File: src/rtl/ddr3_iod_dly_lane_ctrl_if.sv
// Request/completion bus between the training FSM (master) and the
// delay-line lane sequencer (slave).
interface ddr3_iod_dly_lane_ctrl_if #(
  parameter int LANE_W = 4,
  parameter int TAP_W  = 8
);
  logic              REQ_VALID;
  logic              REQ_READY;
  logic [LANE_W-1:0] REQ_LANE;
  logic [TAP_W-1:0]  REQ_TAP;
  logic              REQ_LOAD;
  logic              DONE_VALID;
  logic [LANE_W-1:0] DONE_LANE;
  logic              DONE_ERR;
  logic [TAP_W-1:0]  DONE_TAP;

  modport master (
    output REQ_VALID, REQ_LANE, REQ_TAP, REQ_LOAD,
    input  REQ_READY, DONE_VALID, DONE_LANE, DONE_ERR, DONE_TAP
  );

  modport slave (
    input  REQ_VALID, REQ_LANE, REQ_TAP, REQ_LOAD,
    output REQ_READY, DONE_VALID, DONE_LANE, DONE_ERR, DONE_TAP
  );
endinterface

File: src/rtl/ddr3_iod_dly_lane_ctrl.sv
// Steps one IOD delay line at a time toward a requested tap, keeping a
// shadow tap count per lane and reporting completion or range errors.
module ddr3_iod_dly_lane_ctrl #(
  parameter int NUM_LANES  = 16,
  parameter int LANE_W     = 4,
  parameter int TAP_W      = 8,
  parameter int MAX_TAP    = 127,
  parameter int LOAD_TAP   = 1,
  parameter int SETTLE_CYC = 3
) (
  input  logic                 FAB_CLK,
  input  logic                 TX_SYNC_RST,
  ddr3_iod_dly_lane_ctrl_if.slave bus,
  output logic [NUM_LANES-1:0] DELAY_LINE_LOAD,
  output logic [NUM_LANES-1:0] DELAY_LINE_MOVE,
  output logic [NUM_LANES-1:0] DELAY_LINE_DIRECTION,
  input  logic [NUM_LANES-1:0] DELAY_LINE_OUT_OF_RANGE,
  input  logic [LANE_W-1:0]    RD_LANE,
  output logic [TAP_W-1:0]     RD_TAP
);

  typedef enum logic [2:0] {
    S_IDLE, S_LOAD, S_LOAD_WAIT, S_CHECK, S_SETUP, S_MOVE, S_SETTLE, S_DONE
  } state_t;

  state_t               state_q, state_d;
  logic [LANE_W-1:0]    lane_q, lane_d;
  logic [TAP_W-1:0]     tap_q, tap_d;
  logic                 err_q, err_d;
  logic [3:0]           cnt_q, cnt_d;
  logic [NUM_LANES-1:0] dir_q, dir_d;
  logic [TAP_W-1:0]     shadow_q [NUM_LANES];
  logic [TAP_W-1:0]     shadow_d [NUM_LANES];

  logic                 lane_ok;
  logic [TAP_W-1:0]     cur_tap;

  assign lane_ok = int'(lane_q) < NUM_LANES;
  assign cur_tap = lane_ok ? shadow_q[lane_q] : '0;

  always_comb begin
    state_d  = state_q;
    lane_d   = lane_q;
    tap_d    = tap_q;
    err_d    = err_q;
    cnt_d    = cnt_q;
    dir_d    = dir_q;
    shadow_d = shadow_q;
    case (state_q)
      S_IDLE: begin
        if (bus.REQ_VALID) begin
          lane_d = bus.REQ_LANE;
          tap_d  = bus.REQ_TAP;
          err_d  = 1'b0;
          // Illegal targets never touch the delay line.
          if ((int'(bus.REQ_TAP) > MAX_TAP) || (int'(bus.REQ_LANE) >= NUM_LANES)) begin
            err_d   = 1'b1;
            state_d = S_DONE;
          end else if (bus.REQ_LOAD) begin
            state_d = S_LOAD;
          end else begin
            state_d = S_CHECK;
          end
        end
      end
      S_LOAD: begin
        shadow_d[lane_q] = TAP_W'(LOAD_TAP);
        cnt_d            = 4'(SETTLE_CYC - 1);
        state_d          = S_LOAD_WAIT;
      end
      S_LOAD_WAIT: begin
        if (cnt_q == 4'd0) state_d = S_CHECK;
        else               cnt_d   = cnt_q - 4'd1;
      end
      S_CHECK: begin
        if (cur_tap == tap_q) begin
          state_d = S_DONE;
        end else begin
          dir_d[lane_q] = tap_q > cur_tap;
          state_d       = S_SETUP;
        end
      end
      S_SETUP: state_d = S_MOVE;
      S_MOVE: begin
        shadow_d[lane_q] = dir_q[lane_q] ? cur_tap + TAP_W'(1) : cur_tap - TAP_W'(1);
        cnt_d            = 4'(SETTLE_CYC - 1);
        state_d          = S_SETTLE;
      end
      S_SETTLE: begin
        if (cnt_q != 4'd0) begin
          cnt_d = cnt_q - 4'd1;
        end else if (DELAY_LINE_OUT_OF_RANGE[lane_q]) begin
          // The IOD refused the last step, so undo it in the shadow.
          shadow_d[lane_q] = dir_q[lane_q] ? cur_tap - TAP_W'(1) : cur_tap + TAP_W'(1);
          err_d            = 1'b1;
          state_d          = S_DONE;
        end else begin
          state_d = S_CHECK;
        end
      end
      S_DONE:  state_d = S_IDLE;
      default: state_d = S_IDLE;
    endcase
  end

  always_ff @(posedge FAB_CLK) begin
    if (TX_SYNC_RST) begin
      state_q <= S_IDLE;
      lane_q  <= '0;
      tap_q   <= '0;
      err_q   <= 1'b0;
      cnt_q   <= '0;
      dir_q   <= '0;
      for (int i = 0; i < NUM_LANES; i++) shadow_q[i] <= TAP_W'(LOAD_TAP);
    end else begin
      state_q  <= state_d;
      lane_q   <= lane_d;
      tap_q    <= tap_d;
      err_q    <= err_d;
      cnt_q    <= cnt_d;
      dir_q    <= dir_d;
      shadow_q <= shadow_d;
    end
  end

  assign bus.REQ_READY      = state_q == S_IDLE;
  assign bus.DONE_VALID     = state_q == S_DONE;
  assign bus.DONE_ERR       = (state_q == S_DONE) && err_q;
  assign bus.DONE_LANE      = (state_q == S_DONE) ? lane_q : '0;
  assign bus.DONE_TAP       = (state_q == S_DONE) ? cur_tap : '0;
  assign DELAY_LINE_LOAD    = (state_q == S_LOAD) ? (NUM_LANES'(1) << lane_q) : '0;
  assign DELAY_LINE_MOVE    = (state_q == S_MOVE) ? (NUM_LANES'(1) << lane_q) : '0;
  assign DELAY_LINE_DIRECTION = dir_q;
  assign RD_TAP             = (int'(RD_LANE) < NUM_LANES) ? shadow_q[RD_LANE] : '0;

endmodule

File: src/flat_wrapper.sv
// flat-port wrapper written by rule: the top's interface ports become plain ports
module ddr3_iod_dly_lane_ctrl_flat 
#(
  parameter int NUM_LANES  = 16,
  parameter int LANE_W     = 4,
  parameter int TAP_W      = 8,
  parameter int MAX_TAP    = 127,
  parameter int LOAD_TAP   = 1,
  parameter int SETTLE_CYC = 3
)
  (FAB_CLK, TX_SYNC_RST, DELAY_LINE_LOAD, DELAY_LINE_MOVE, DELAY_LINE_DIRECTION, DELAY_LINE_OUT_OF_RANGE, RD_LANE, RD_TAP, bus_REQ_VALID, bus_REQ_LANE, bus_REQ_TAP, bus_REQ_LOAD, bus_REQ_READY, bus_DONE_VALID, bus_DONE_LANE, bus_DONE_ERR, bus_DONE_TAP);
  ddr3_iod_dly_lane_ctrl_if #(.LANE_W(LANE_W), .TAP_W(TAP_W)) bus_i ();
  input  logic FAB_CLK;
  input  logic TX_SYNC_RST;
  output logic [NUM_LANES-1:0] DELAY_LINE_LOAD;
  output logic [NUM_LANES-1:0] DELAY_LINE_MOVE;
  output logic [NUM_LANES-1:0] DELAY_LINE_DIRECTION;
  input  logic [NUM_LANES-1:0] DELAY_LINE_OUT_OF_RANGE;
  input  logic [LANE_W-1:0] RD_LANE;
  output logic [TAP_W-1:0] RD_TAP;
  input wire logic [$bits(bus_i.REQ_VALID)-1:0] bus_REQ_VALID;
  input wire logic [$bits(bus_i.REQ_LANE)-1:0] bus_REQ_LANE;
  input wire logic [$bits(bus_i.REQ_TAP)-1:0] bus_REQ_TAP;
  input wire logic [$bits(bus_i.REQ_LOAD)-1:0] bus_REQ_LOAD;
  output wire logic [$bits(bus_i.REQ_READY)-1:0] bus_REQ_READY;
  output wire logic [$bits(bus_i.DONE_VALID)-1:0] bus_DONE_VALID;
  output wire logic [$bits(bus_i.DONE_LANE)-1:0] bus_DONE_LANE;
  output wire logic [$bits(bus_i.DONE_ERR)-1:0] bus_DONE_ERR;
  output wire logic [$bits(bus_i.DONE_TAP)-1:0] bus_DONE_TAP;
  assign bus_i.REQ_VALID = bus_REQ_VALID;
  assign bus_i.REQ_LANE = bus_REQ_LANE;
  assign bus_i.REQ_TAP = bus_REQ_TAP;
  assign bus_i.REQ_LOAD = bus_REQ_LOAD;
  assign bus_REQ_READY = bus_i.REQ_READY;
  assign bus_DONE_VALID = bus_i.DONE_VALID;
  assign bus_DONE_LANE = bus_i.DONE_LANE;
  assign bus_DONE_ERR = bus_i.DONE_ERR;
  assign bus_DONE_TAP = bus_i.DONE_TAP;
  ddr3_iod_dly_lane_ctrl #(.NUM_LANES(NUM_LANES), .LANE_W(LANE_W), .TAP_W(TAP_W), .MAX_TAP(MAX_TAP), .LOAD_TAP(LOAD_TAP), .SETTLE_CYC(SETTLE_CYC)) u_core (.FAB_CLK(FAB_CLK), .TX_SYNC_RST(TX_SYNC_RST), .bus(bus_i), .DELAY_LINE_LOAD(DELAY_LINE_LOAD), .DELAY_LINE_MOVE(DELAY_LINE_MOVE), .DELAY_LINE_DIRECTION(DELAY_LINE_DIRECTION), .DELAY_LINE_OUT_OF_RANGE(DELAY_LINE_OUT_OF_RANGE), .RD_LANE(RD_LANE), .RD_TAP(RD_TAP));
endmodule
File: config.mk
export PLATFORM = sky130hd
export DESIGN_NAME = ddr3_iod_dly_lane_ctrl_flat
export DESIGN_NICKNAME = d
export VERILOG_FILES = /design/src/rtl/ddr3_iod_dly_lane_ctrl_if.sv /design/src/rtl/ddr3_iod_dly_lane_ctrl.sv /design/src/flat_wrapper.sv
export SDC_FILE = /design/constraint.sdc
export NUM_CORES = 1
export LEC_CHECK = 0
export BUFFER_PORTS_ARGS = -buffer_cell sky130_fd_sc_hd__buf_2
export CORE_AREA = 2 2 180 182
export DETAILED_ROUTE_END_ITERATION = 8
export DIE_AREA = 0 0 182 184
export SLEW_MARGIN = 15
export SYNTH_ARGS = -nofsm -noshare
export SYNTH_HDL_FRONTEND = slang
export SYNTH_SLANG_ARGS = --single-unit
File: constraint.sdc
create_clock -name FAB_CLK -period 4.2 [get_ports FAB_CLK]
set_input_delay 0.21 -clock FAB_CLK [delete_from_list [all_inputs] [get_ports FAB_CLK]]
set_output_delay 0.21 -clock FAB_CLK [all_outputs]
set_load 0.02 [all_outputs]
# --- After elaboration in Yosys (flattened, before gate mapping) ---
# Cells that the tools add are included.
totals:
  regBits: 164
  output_inout_bits: 71
  wordCells: 111
op_classes:
  n_addsub: 3
  magnitude_cmp: 7
  eq_ne: 14
  shift: 1
  mux: 42
  bitwise: 6
  n_reduce_logical: 16
ops:
  columns: ["cell", "n"]
  rows:
  - ["one-hot mux 128 bit (3 select lines)", 1]
  - ["bitwise mux 128 bit", 2]
  - ["2-to-1 mux 128 bit", 2]
  - ["AND 112 bit", 1]
  - ["NOT 112 bit", 1]
  - ["binary-select mux 8 bit (select 4 bit)", 2]
  - ["2-to-1 mux 8 bit", 8]
  - ["demux 8 bit (select 4 bit)", 1]
  - ["2-to-1 mux 16 bit", 2]
  - ["one-hot mux 3 bit (8 select lines)", 1]
  - ["bitwise mux 16 bit", 1]
  - ["bitwise OR 16 bit", 1]
  - ["<< shifter 1 x 4 -> 16 bit, first input constant", 1]
  - ["2-to-1 mux 3 bit", 5]
  - ["equality test 3 bit, second input constant", 4]
  - ["2-to-1 mux 4 bit", 3]
  - ["one-hot mux 4 bit (3 select lines)", 1]
  - [">= comparator 5 bit, second input constant", 2]
  - ["NOT 4 -> 5 bit", 2]
  - ["AND reduction 3 bit", 3]
  - ["adder 8 x 1 -> 8 bit, second input constant", 1]
  - ["binary-select mux 1 bit (select 4 bit)", 2]
  - ["equality test 8 bit", 1]
  - ["greater-than comparator 8 x 7 -> 1 bit, second input constant", 1]
  - ["24 further kinds", 40]

# --- Longest topological paths before layout ---
# Gate-level depths: netlist of run 1.
logic_depth:
  depth_word: 10
  depth_mapped: 16
  depth_no_buf: 13

# --- Worst setup path before layout of run 1 ---
# No wires, ideal clock.
synth_path:
  path_type: "reg2reg"
  startpoint: "reg u_core.lane_q[1]"
  endpoint: "reg u_core.dir_q[15], in the netlist u_core.DELAY_LINE_DIRECTION[15]"
  setup_time_ns: 0.074
  arrival_time_ns: 3.753
  required_ns: 4.126
  path_slack_ns: 0.372
  stages_incl_launch_ff: 16
  cell_sequence: "dfxtp_1 > buf_6 > buf_2 > buf_2 > clkbuf_1 > mux4_2 > mux4_2 > inv_1 > ha_1 > nand4_1 > nor2_1 > nor3_1 > clkbuf_1 > a21oi_1 > or2_2 > a31oi_1"
synth_between:
  elab_chain_cells: 7
  word_cells_on_any_way: 14
  cone_classes: "order compare (3); eq/ne (1); mux (6); bitwise (2); reduce/logical (2)"
synth_lines:
  columns: ["element", "line", "source"]
  rows:
  - ["start, declared", "ddr3_iod_dly_lane_ctrl.sv:27", "logic [LANE_W-1:0] lane_q, lane_d;"]
  - ["start signal, assigned", "ddr3_iod_dly_lane_ctrl.sv:117", "lane_q <= lane_d;"]
  - ["branches (longest 7 deep; another with greater-than comparator 8 bit)", null, null]
  - ["end signal, assigned", "ddr3_iod_dly_lane_ctrl.sv:121", "dir_q <= dir_d;"]
  - ["end, declared", "ddr3_iod_dly_lane_ctrl.sv:31", "logic [NUM_LANES-1:0] dir_q, dir_d;"]
# Parallel ways; which one is timed is not known. The select of a mux whose other input is x is not followed.
# A chain may end at the register's enable or synchronous reset.

# --- Worst setup path after layout of run 1 ---
layout_path:
  startpoint: "reg u_core.lane_q[1]"
  endpoint: "reg u_core.shadow_q[115] (netlist name)"
layout_between:
  elab_chain_cells: 10
  word_cells_on_any_way: 26
  cone_classes: "add/sub (2); order compare (2); eq/ne (1); mux (16); bitwise (3); reduce/logical (2)"
layout_lines:
  columns: ["element", "line", "source"]
  rows:
  - ["NOT 4 -> 5 bit", null, null]
  - ["binary-select mux 8 bit (select 4 bit)", "ddr3_iod_dly_lane_ctrl.sv:39", "assign cur_tap = lane_ok ? shadow_q[lane_q] : '0;"]
  - ["2-to-1 mux 8 bit (not written as such) (2 in a row)", "ddr3_iod_dly_lane_ctrl.sv:39", null]
  - ["adder 8 x 1 -> 8 bit / subtractor 8 x 1 -> 8 bit (equally long branches)", "ddr3_iod_dly_lane_ctrl.sv:85, ddr3_iod_dly_lane_ctrl.sv:94", null]
  - ["2-to-1 mux 8 bit", "ddr3_iod_dly_lane_ctrl.sv:94", "shadow_d[lane_q] = dir_q[lane_q] ? cur_tap - TAP_W'(1) : cur_tap + TAP_W'(1);"]
  - ["bitwise mux 128 bit", "ddr3_iod_dly_lane_ctrl.sv:94", null]
  - ["2-to-1 mux 128 bit", "ddr3_iod_dly_lane_ctrl.sv:92", "end else if (DELAY_LINE_OUT_OF_RANGE[lane_q]) begin"]
  - ["2-to-1 mux 128 bit", "ddr3_iod_dly_lane_ctrl.sv:90", "if (cnt_q != 4'd0) begin"]
  - ["one-hot mux 128 bit (3 select lines)", "ddr3_iod_dly_lane_ctrl.sv:49", "case (state_q)"]
  - ["end signal, assigned", "ddr3_iod_dly_lane_ctrl.sv:122", "shadow_q <= shadow_d;"]
  - ["end, declared", "ddr3_iod_dly_lane_ctrl.sv:32", "logic [TAP_W-1:0] shadow_q [NUM_LANES];"]
# Several ways; a longest one is shown, not always the timed one. The select of a mux whose other input is x is not followed.

==> results of run 1 <==
[cells by family (layout without fill, tap and decap cells)]
group	after synthesis	count (layout)
muxes	85	85
DFF	164	164
xor gates and xnor gates	4	4
AOI/OAI and AO/OA	221	221
buffers and inverters	83	175
adders and majority gates	11	11
and+or+nand+nor	382	382
other	0	2
[through the flow]
stage | utilization (%) | total power [mW] | setup slack, ns
floorplan | - | 2.345 | 0.3722
global route | 34.26 | 4.222 | 0.1043
global placement | 32.44 | 2.561 | 0.4237
detailed placement | 32.44 | 2.568 | 0.3396
finish | 34.28 | 4.059 | 0.3502
CTS | 34.26 | 4.078 | 0.3271
[flip-flops by register name, indices dropped and copies added (netlist names)]
name and flops:
u_core.shadow_q 128, u_core.DELAY_LINE_DIRECTION 16, u_core.tap_q 8, u_core.cnt_q 4, u_core.lane_q 4, u_core.state_q 3, u_core.err_q 1
[layout make-up]
type | count | area, µm²
fill | 3180 | 20630
clock inverter | 8 | 75.07
inverter | 15 | 56.30
antenna | 2 | 5.005
timing repair buffer | 129 | 705.7
multi-input combinational | 703 | 5630
tap | 402 | 503.0
sequential | 164 | 3288
clock buffer | 23 | 498.0
[worst paths after layout]
| check | start | depth (start not counted) | slack [ns] | end |
|---|---|---|---|---|
| worst max-delay path | u_core.lane_q[1] | 7 | 0.35 | u_core.shadow_q[115] |
| worst min-delay path | bus_REQ_TAP[2] | 3 | 0.02 | u_core.tap_q[2] |
| worst max register to register | u_core.lane_q[1] | 7 | 0.35 | u_core.shadow_q[115] |
| worst min register to register | u_core.tap_q[6] | 2 | 0.46 | u_core.tap_q[6] |
[metal layers]
metal | routed length, µm | vias to the layer above | share of wire, %
met5 | 7 | - | 0.026
li1 | - | 3681 | -
met3 | 1986 | 40 | 7.3
met4 | 609 | 2 | 2.2
met2 | 12770 | 312 | 47
met1 | 11850 | 3821 | 44
[synth_stat cells, drive strengths merged (5+ instances only)]
library cell	n
a22o	8
dfxtp	164
inv	15
o21a	5
or3	5
a211oi	49
nor2	147
nor3	13
a21oi	55
a31oi	10
o21ai	60
a311oi	9
and2	7
nand3b	48
nand2b	7
nand4	6
ha	11
buf	26
nand3	10
nor4	5
a211o	16
or2	9
nand2	116
clkbuf	42
mux4	83
nor2b	9
[worst register-to-register path, delay by kind of cell (launching register included)]
kind | cells | cell delay (ns)
simple gates | 1 | 0.16
flops | 1 | 0.83
compound gates | 3 | 1.11
mux | 3 | 1.56
[where the power goes]
part	total [mW]	internal [mW]	switching [mW]
Sequential	1.68	1.60	0.0828
Clock	1.52	0.888	0.632
Combinational	0.854	0.302	0.552
==> impl.org, run 1 <==
** Route
- In the routed design, unresolved DRC markers number 0.
- Average wire per standard cell :: 18.82 µm
- After detailed routing, the number of vias per cell comes to 5.433.
- Final wirelength :: 27220 µm
- Once detail routing completed, the nets flagged for antenna violations numbered 0.
- In this run, the number of DRC markers left after iteration 0 of detailed routing was 680.
- Before antenna repair, the detailed router went through 6 iterations.
- The final route contains 7856 vias.

** Placed design
- Buffers placed on the I/O ports in this run total 106.
- Post-detail-place hpwl :: 19290 µm
- Including well taps, the total number of placed cells is 1413.
- The placed instances occupy a cell area of 10180 µm².
- At the end of routability-driven placement, the weighted congestion stood at 0.8170.

** Cells and area
- Compared with the post-synthesis result, the final layout area differs by 15.40%.
- Share of post-route cells with drive strength above 1 :: 31.67%
- Finished Cell Area :: 10760 µm²
- Leading cell type in the layout, fill and taps excluded :: sky130_fd_sc_hd__dfxtp_1
- In the final design database the tool counted 1077 nets.
- Top library cells by usage in the layout, fill and taps aside :: 162 x sky130_fd_sc_hd__dfxtp_1, 134 x sky130_fd_sc_hd__nor2_1, 105 x sky130_fd_sc_hd__buf_2
- For this run, the number of standard cells in the final layout without fillers is 1446.

** Logic synthesis
- In this run, synthesis inferred 0 flip-flops with an integrated enable.
- Counting every net in the synthesized netlist gives 997.
- Combinational family with the most area after synthesis :: simple AND/OR/NAND/NOR gates
- Primary flip-flop cell chosen by synthesis mapping :: sky130_fd_sc_hd__dfxtp_1
- Area share of the largest cell type after synthesis :: 35.21%
- Synth Area in Compound Gates :: 17.63%
- The synthesized netlist devotes 0.3757% of its cell area to XOR and XNOR gates.
- Distinct cell type count of the synthesized netlist :: 56
- The biggest area contributor in the post-synthesis netlist is sky130_fd_sc_hd__dfxtp_1.
- Count of warnings emitted by yosys :: 0
- Share of cell area taken by muxes after synthesis :: 20.30%
- The cell count after synthesis came out at 950.
- Simple-gate share of the synthesized area :: 20.49%
- After synthesis, the mean cell area works out to 9.816 µm².
- Of all flip-flops after synthesis, the portion carrying an async set or reset was 0%.
- Ranking of synthesized cells by area :: sky130_fd_sc_hd__dfxtp_1 35%, sky130_fd_sc_hd__mux4_2 20%, sky130_fd_sc_hd__nor2_1 5.4%
- Flip-flop and latch count after synthesis :: 164
- Netlist area before placement :: 9325 µm²
- After Yosys synthesis, full adders, half adders and majority gates account for 1.476% of the synthesized area.
- Of the synthesized area, sequential elements account for 35.21%.

** Job
- Max-cap violation count :: 0

** Global route
- Global routing usage on met1 :: 21.73%
- Wire length of the first global-routing pass :: 42400 µm
- Summed over all layers, the global routing overflow is 0.
- In the global route stage, met3 resource usage came out at 3.724%.
- met2 is the most crowded layer.
- GRT Util Overall :: 16.38%
- Met2 GRT Util :: 26.40%
- The via count of the first global-routing pass was 7343.
- Entering global routing, the biggest net connects 93 pins.
- Antenna violations before repair :: 2

** Critical path
- Arr. time, crit path :: 4.10 ns
- Element type at the critical path end :: flip-flop
- Critical path launch point type :: flip-flop
- CP max stage cell :: sky130_fd_sc_hd__a21oi_2
- Critical-path cell list :: mux4_2 -> mux4_2 -> mux2i_1 -> or3_1 -> a21oi_1 -> a21oi_2 -> a211oi_1
- The critical path is of the reg -> reg type.
- Required time reported for the critical path endpoint :: 4.45 ns
- Of all nets on the critical path, the largest fanout is 25.
- Delay contributed by the slowest stage of the critical path :: 0.85 ns
- Counting both buffers and inverters, the worst setup path holds a total of 0.
- The cell that appears most often on the critical path is sky130_fd_sc_hd__mux4_2.
- In this design, the largest share of critical-path delay is due to multiplexers.

** STA
- On the final layout, the worst clock skew is 0.01095 ns.
- For the pin with the worst max-slew slack, the measured transition is 1.194 ns.
- Final hold slack :: 0.02051 ns
- Maximum frequency from static timing analysis :: 259.8 MHz
- Setup repair after global routing missed its margin :: false
- Setup violations remaining at the end of the flow were counted as 0.
- The number of pins with negative max-slew slack in the final report was 0.
- The worst path in the final design needs a cycle of 3.850 ns, including I/O delays and setup.
- The final hold violation count was 0.
- Share of the clock period used by the worst path :: 91.66%
- In the final timing run, aggregate negative setup slack is 0 ns.
- Headroom to the max-slew limit came out at 20.39%.

** Floorplan
- After floorplanning, the core was sized to cover 31390 µm².
- Number of standard-cell rows in the floorplan :: 65
- Measured along the x axis, the die boundary spans 182 µm.
- The floorplan step defined a die boundary enclosing 33490 µm².
- In this run the vertical extent of the chip is 184 µm.
- Count of boundary I/O pins :: 107
- Initial core utilization :: 29.71%

** Power and ir drop
- Across the VDD grid, the largest voltage drop is 0.0002353 V.
- In this run the static leakage power is 3.701 nW.
- Power Dens Cells :: 377.2 nW/µm²

** Clock tree
- Number of hold-repair buffers added at the cts stage :: 0
- The longest clock path from root to sink contains 2 buffers.
- Post-CTS Setup Repair Bufs :: 0
- After clock tree synthesis, the repair step resized 0 gates.
- Clock tree synthesis found a total of 164 sinks.
- The tree is rooted in a sky130_fd_sc_hd__clkbuf_16.
- Number of H-tree branching levels :: 4
- TritonCTS built the clock tree.
- Clock-pin slew of the registers on the worst-case setup and hold paths :: 0.06 ns
- Total CTS buffers :: 17
- For the worst-skew pair, the clock arrives at the later sink with an insertion delay of 0.44 ns.

** Min path
- The worst hold path belongs to the class in -> reg.

** Outcome
- Status :: completed
Power figures use the tool's default switching activity.
==> inputs of run 2 (changes only) <==
- CORE_AREA: 2 2 180 182 -> 2 2 129 131
- DIE_AREA: 0 0 182 184 -> 0 0 131 133
- PLACE_DENSITY: unset -> 0.8
==> impl.org, run 2 (same netlist as run 1, synthesis figures left out) <==
** Clock tree
- CTS Root Cell :: sky130_fd_sc_hd__clkbuf_16 (unchanged)
- Number of hold-repair buffers added at the cts stage :: 0 (unchanged)
- Clock-pin slew of the registers on the worst-case setup and hold paths :: 0.06 ns (about the same)
- Number of buffers on the longest clock path :: 2 (unchanged)
- Number of H-tree branching levels :: 4 (unchanged)
- The number of clock sinks came to 164 (unchanged).
- Clock latency on the worst-skew pair :: 0.43 ns (was 0.44 ns)
- Total CTS buffers :: 17 (unchanged)
- The count of instances resized after the clock tree is built was 0 (unchanged).
- The TritonCTS clock tree is built (unchanged).
- Post-CTS Setup Repair Bufs :: 0 (unchanged)

** Cells and area
- Leading cell type in the layout, fill and taps excluded :: sky130_fd_sc_hd__dfxtp_1 (unchanged)
- The number of flip-flops under the largest register name was 128 (unchanged).
- Number of antenna repair diodes :: 0 (was 2)
- Fill cell instance count of the final layout :: 1251 (was 3180)
- Final design utilization :: 65.49% (was 34.28%)
- The net count of the finished layout was 1078 (was 1077).
- Synth-to-Final Area Change :: 13.57% (was 15.40%)
- The register ranked first by flip-flop count was u_core.shadow_q (unchanged).
- The share of cells above drive strength 1 came to 31.64% (was 31.67%).
- Top library cells by usage in the layout, fill and taps aside :: 162 x sky130_fd_sc_hd__dfxtp_1, 134 x sky130_fd_sc_hd__nor2_1, 105 x sky130_fd_sc_hd__buf_2 (unchanged)

** Critical path
- Biggest fanout along the worst timing path :: 28 (was 25)
- Required time reported for the critical path endpoint :: 4.55 ns (was 4.45 ns)
- Arr. time, crit path :: 4.23 ns (was 4.10 ns)
- Critical path launch point type :: flip-flop (unchanged)
- The sort of element at the end of the critical path is a flip-flop (unchanged).
- Type of the worst setup path :: reg -> reg (unchanged)

** Global route
- The initial antenna violation count is 0 (was 2).
- Congestion Overflow GR :: 0 (unchanged)
- Pin count of the biggest net entering global routing :: 89 (was 93)
- GRT Util Overall :: 30.78% (was 16.38%)
- Number of global-route vias before repair :: 7710 (was 7343)
- The first-pass GRT wire length is 41120 µm (was 42400 µm).

** Route
- Pre-Repair DR Iteration Count :: 5 (was 6)
- Residual antenna-violating net count after detailed routing :: 0 (unchanged)
- Routed via count divided by cell count :: 6.489 (was 5.433)
- Average wire per standard cell :: 20.86 µm (was 18.82 µm)
- Routed vias :: 8196 (was 7856)
- Final wirelength :: 26340 µm (was 27220 µm)
- The iteration-0 DRC count of the detailed router was 1018 (was 680).
- The DRC violation count after routing is 0 (unchanged).

** Floorplan
- Number of standard-cell rows in the floorplan :: 47 (was 65)
- The area of the core region came to 16170 µm² (was 31390 µm²).
- Initial core utilization :: 57.66% (was 29.71%)
- The die height was 133 µm (was 184 µm).
- Chip width :: 131 µm (was 182 µm)
- The area of the die is 17420 µm² (was 33490 µm²).
- Count of boundary I/O pins :: 107 (unchanged)

** Power and ir drop
- Static leakage :: 3.743 nW (was 3.701 nW)
- Post-layout power :: 4.193 mW (was 4.059 mW)
- Power Dens Cells :: 396.0 nW/µm² (was 377.2 nW/µm²)
- The peak supply drop came to 0.0003323 V (was 0.0002353 V).

** Outcome
- Status: completed (unchanged).

** STA
- Clock tree skew after final layout :: 0.01183 ns (was 0.01095 ns)
- The post-route setup TNS came to 0 ns (unchanged).
- Maximum frequency from static timing analysis :: 257.5 MHz (was 259.8 MHz)
- The worst relative slew slack is 26.24% (was 20.39%).
- Count of final max-slew check failures :: 0 (unchanged)
- Min cycle time layout :: 3.883 ns (was 3.850 ns)
- Share of the clock period used by the worst path :: 92.45% (was 91.66%)
- The number of failing setup endpoints in the final timing report was 0 (unchanged).
- Setup repair after global routing missed its margin :: false (unchanged)
- Final critical-path setup slack :: 0.3171 ns (was 0.3502 ns)
- Slew at the pin closest to its max-slew limit :: 1.106 ns (was 1.194 ns)
- The final hold violation count is 0 (unchanged).

** Placed design
- The placer congestion estimate was 0.8650 (was 0.8170).
- The pre-CTS setup slack was 0.4660 ns (was 0.3396 ns).
- The total half-perimeter wirelength after legalization and detailed placement is 17870 µm (was 19290 µm).
- The count of input and output buffers is 106 (unchanged).

** Min path
- Min-Delay Path Class :: in -> reg (unchanged)

** Job
- Max-cap violation count :: 0 (unchanged)
[run 2: changes by cell type in the layout (fill, tap and decap cells not counted), sizes merged]
cell      before  now
bufinv         1    3
inv           15   17
clkinvlp       4    0
buf          129  130
diode          2    0
[run 2: layout make-up]
type / instances / area, µm² / area share, %
clock buffer: 23 / 498.0 / 4.702
sequential: 164 / 3288 / 31.05
clock inverter: 8 / 120.1 / 1.134
tap: 220 / 275.3 / 2.599
timing repair buffer: 130 / 725.7 / 6.853
multi-input combinational: 703 / 5627 / 53.13
inverter: 15 / 56.30 / 0.5317
[run 2: per-stage QoR]
step | instance area (µm²) | hold slack, ns | std cells
floorplan | 9325 | 0.3460 | 950
global placement | 9972 | 0.4432 | 1232
detailed placement | 9972 | 0.4547 | 1232
CTS | 10590 | 0.01511 | 1263
global route | 10590 | 0.02422 | 1263
finish | 10590 | 0.01943 | 1263
[run 2: routing by layer]
metal	global-route usage, %	share of wire (%)
met1	40.89	41
met2	47.75	47
met3	7.602	7.9
met4	13.48	3.5
met5	0	0
[run 2: report_power, final]
part	switching, mW	internal [mW]	total (mW)	leakage [nW]
Clock	0.631	1.01	1.64	0.310
Combinational	0.554	0.308	0.861	2.11
Sequential	0.0879	1.60	1.69	1.33
[run 2: worst paths after layout]
path                                       start                        endpoint  slack (ns)  depth (start not counted)
worst max-delay path            u_core.lane_q[1]  u_core.DELAY_LINE_DIRECTION[8]        0.32                         12
worst max register to register  u_core.lane_q[1]  u_core.DELAY_LINE_DIRECTION[8]        0.32                         12
worst min-delay path             bus_REQ_LANE[3]                u_core.lane_q[3]        0.02                          3
worst min register to register   u_core.tap_q[0]                 u_core.tap_q[0]        0.47                          2
[run 2: critical path, stage by stage, from the launching register on]
cell,delay (ns)
sky130_fd_sc_hd__dfxtp_2,0.87
sky130_fd_sc_hd__buf_12,0.27
sky130_fd_sc_hd__mux4_2,0.51
sky130_fd_sc_hd__a22o_1,0.28
sky130_fd_sc_hd__a221oi_4,0.37
sky130_fd_sc_hd__ha_1,0.34
sky130_fd_sc_hd__nand4_1,0.12
sky130_fd_sc_hd__nor2_1,0.08
sky130_fd_sc_hd__nor3_1,0.15
sky130_fd_sc_hd__buf_4,0.25
sky130_fd_sc_hd__a21oi_1,0.10
sky130_fd_sc_hd__or2_2,0.30
sky130_fd_sc_hd__a31oi_1,0.15
==> inputs of run 3 (changes only) <==
--- a/constraint.sdc
+++ b/constraint.sdc
@@ -3,2 +3,2 @@
 set_output_delay 0.21 -clock FAB_CLK [all_outputs]
-set_load 0.02 [all_outputs]
+set_load 0.05 [all_outputs]
==> impl.org, run 3 (same netlist as run 1, synthesis figures left out) <==
** Outcome
- Status: completed (unchanged).

** Clock tree
- The number of hold-repair buffers added at the cts stage is 2 (was 0).
- The clock insertion delay at the later pin of the skew report was 0.44 ns (was 0.43 ns).
- Clock-pin slew of the registers on the worst-case setup and hold paths :: 0.07 ns (was 0.06 ns)
- Post-CTS Setup Repair Bufs :: 0 (unchanged)
- Post-CTS resize count :: 0 (unchanged)
- CTS Root Cell :: sky130_fd_sc_hd__clkbuf_16 (unchanged)
- Total CTS buffers :: 17 (unchanged)
- Number of H-tree branching levels :: 4 (unchanged)
- Clock sink count :: 164 (unchanged)
- Clock tree from TritonCTS :: built (unchanged)
- Number of buffers on the longest clock path :: 2 (unchanged)

** Global route
- Congestion Overflow GR :: 0 (unchanged)
- The initial antenna violation count came to 0 (unchanged).
- Number of global-route vias before repair :: 7652 (was 7710)
- Pin count of the biggest net entering global routing :: 89 (unchanged)
- The first-pass GRT wire length was 40540 µm (was 41120 µm).
- The overall fraction of global-route tracks in use is 30.21% (was 30.78%).

** Critical path
- The sort of element at the end of the critical path is a flip-flop (unchanged).
- The category of the critical setup timing path was reg -> reg (unchanged).
- Critical path launch point type :: flip-flop (unchanged)
- Required time reported for the critical path endpoint :: 4.57 ns (was 4.55 ns)
- Arr. time, crit path :: 4.16 ns (was 4.23 ns)
- Biggest fanout along the worst timing path :: 28 (unchanged)

** STA
- Maximum frequency from static timing analysis :: 264.4 MHz (was 257.5 MHz)
- The clock skew after layout was 0.008436 ns (was 0.01183 ns).
- Slew at the pin closest to its max-slew limit :: 1.106 ns (about the same)
- Share of the clock period used by the worst path :: 90.04% (was 92.45%)
- Setup repair after global routing missed its margin :: false (unchanged)
- The number of pins with negative max-slew slack in the final report is 0 (unchanged).
- Hold Violations, Final :: 0 (unchanged)
- Final critical-path setup slack :: 0.4184 ns (was 0.3171 ns)
- Final setup violation count :: 0 (unchanged)
- Min cycle time layout :: 3.782 ns (was 3.883 ns)
- The worst relative slew slack came to 26.30% (was 26.24%).
- Setup tns final :: 0 ns (unchanged)

** Power and ir drop
- The share of total power in combinational logic came to 21.5% (was 20.5%).
- Power Dens Cells :: 386.7 nW/µm² (was 396.0 nW/µm²)
- Net switching power figure :: 1.337 mW (was 1.272 mW)
- Share of total power in sequential cells :: 41.3% (was 40.3%)
- The internal portion of total power is 2.746 mW (was 2.921 mW).
- The part of the total power dissipated in the clock network is 37.2% (was 39.2%).
- The cell leakage power is 3.711 nW (was 3.743 nW).
- The peak supply drop is 0.0003342 V (was 0.0003323 V).
- The switching share of power is 32.74% (was 30.34%).

** Cells and area
- Top library cells by usage in the layout, fill and taps aside :: 162 x sky130_fd_sc_hd__dfxtp_1, 134 x sky130_fd_sc_hd__nor2_1, 105 x sky130_fd_sc_hd__buf_2 (unchanged)
- Max FFs per register :: 128 (unchanged)
- Share of post-route cells with drive strength above 1 :: 31.74% (was 31.64%)
- Footprint of the flip-flops and latches :: 3288 µm² (unchanged)
- Number of antenna repair diodes :: 0 (unchanged)
- Fill cell instance count of the final layout :: 1282 (was 1251)
- Area of the multi-input gates :: 5627 µm² (unchanged)
- Synth-to-Final Area Change :: 13.23% (was 13.57%)
- The register ranked first by flip-flop count is u_core.shadow_q (unchanged).
- Final design utilization :: 65.29% (was 65.49%)
- The leading cell type in the layout, fill and taps excluded is sky130_fd_sc_hd__dfxtp_1 (unchanged).
- The net count of the finished layout was 1080 (was 1078).

** Route
- The routed wire length is 25600 µm (was 26340 µm).
- The number of search-and-repair iterations in the first detailed-routing pass was 6 (was 5).
- The number of nets still failing antenna checks after routing is 0 (unchanged).
- The iteration-0 DRC count of the detailed router came to 908 (was 1018).
- Average wire per standard cell :: 20.22 µm (was 20.86 µm)
- The via count is 8109 (was 8196).
- The post-detailed-route via-to-cell ratio was 6.405 (was 6.489).
- Final routed DRC violation total :: 0 (unchanged)

** Placed design
- Post-detail-place hpwl :: 17670 µm (was 17870 µm)
- RD Place Congestion :: 0.8729 (was 0.8650)
- Post-Place Worst Slack :: 0.4888 ns (was 0.4660 ns)
- Port-buffer cells :: 106 (unchanged)

** Job
- Max-cap violation count :: 0 (unchanged)

** Floorplan
- Count of boundary I/O pins :: 107 (unchanged)
- Initial core utilization :: 57.66% (unchanged)
- The die boundary width came to 131 µm (unchanged).
- The floorplan row count was 47 (unchanged).
- Chip Height :: 133 µm (unchanged)
- The area of the die was 17420 µm² (unchanged).
- The area of the core region came to 16170 µm² (unchanged).

** Min path
- Min-Delay Path Class :: in -> reg (unchanged)
==> run 3: cell count changes in the layout (fill, tap and decap cells not counted), sizes merged <==
cell | previous run | this run
bufinv | 3 | 1
clkbuf | 23 | 18
clkinv | 3 | 5
clkinvlp | 0 | 4
dlygate4sd3 | 0 | 2
inv | 17 | 19
==> run 3: final timing paths <==
kind                                  startpoint                         endpoint  slack (ns)  cells past startpoint
worst max-delay path            u_core.lane_q[1]  u_core.DELAY_LINE_DIRECTION[15]        0.42                     12
worst min-delay path             bus_REQ_LANE[2]                 u_core.lane_q[2]        0.01                      3
worst max register to register  u_core.lane_q[1]  u_core.DELAY_LINE_DIRECTION[15]        0.42                     12
worst min register to register   u_core.tap_q[2]                  u_core.tap_q[2]        0.47                      2
==> run 3: through the flow <==
stage | area, µm² | instances | hold slack, ns | total power, mW
after floorplan | 9325 | 950 | 0.3460 | 2.375
after global placement | 9972 | 1232 | 0.4432 | 2.568
after detailed placement | 9972 | 1232 | 0.4538 | 2.580
after CTS | 10560 | 1266 | 0.001690 | 4.073
after global routing | 10560 | 1266 | 0.01442 | 4.236
final | 10560 | 1266 | 0.01044 | 4.083
==> run 3: area by class of cell <==
type,instances,area share [%]
multi-input cells,703,53.29
flip-flops and latches,164,31.14
repair buffers,132,7.062
clock buffers,18,4.159
well taps,220,2.607
clock inverters,14,1.209
inverters,15,0.5332
==> run 3: critical path, stage by stage (launching register included) <==
cell                       delay [ns]
sky130_fd_sc_hd__dfxtp_2         0.83
sky130_fd_sc_hd__buf_12          0.27
sky130_fd_sc_hd__mux4_2          0.51
sky130_fd_sc_hd__a22o_1          0.29
sky130_fd_sc_hd__a221oi_4        0.34
sky130_fd_sc_hd__ha_1            0.32
sky130_fd_sc_hd__nand4_1         0.11
sky130_fd_sc_hd__nor2_1          0.08
sky130_fd_sc_hd__nor3_1          0.14
sky130_fd_sc_hd__buf_4           0.25
sky130_fd_sc_hd__a21oi_1         0.10
sky130_fd_sc_hd__or2_2           0.31
sky130_fd_sc_hd__a31oi_1         0.13
==> run 3: per-layer routing <==
| metal | GRT usage (%) | up-vias | part of all wire, % |
|---|---|---|---|
| met3 | 7.157 | 61 | 8.9 |
| met1 | 41.10 | 3933 | 41 |
| li1 | - | 3683 | - |
| met2 | 46.57 | 432 | 47 |
| met4 | 12.17 | 0 | 2.7 |
| met5 | 0 | - | 0 |
==> run 3: power groups by stage <==
stage / combinational, mW / sequential, mW / clock, mW
finish: 0.879 / 1.68 / 1.52
global route: 0.956 / 1.69 / 1.59
CTS: 0.869 / 1.68 / 1.52
detailed placement: 0.862 / 1.72 / 0
global placement: 0.852 / 1.72 / 0
floorplan: 0.711 / 1.66 / 0
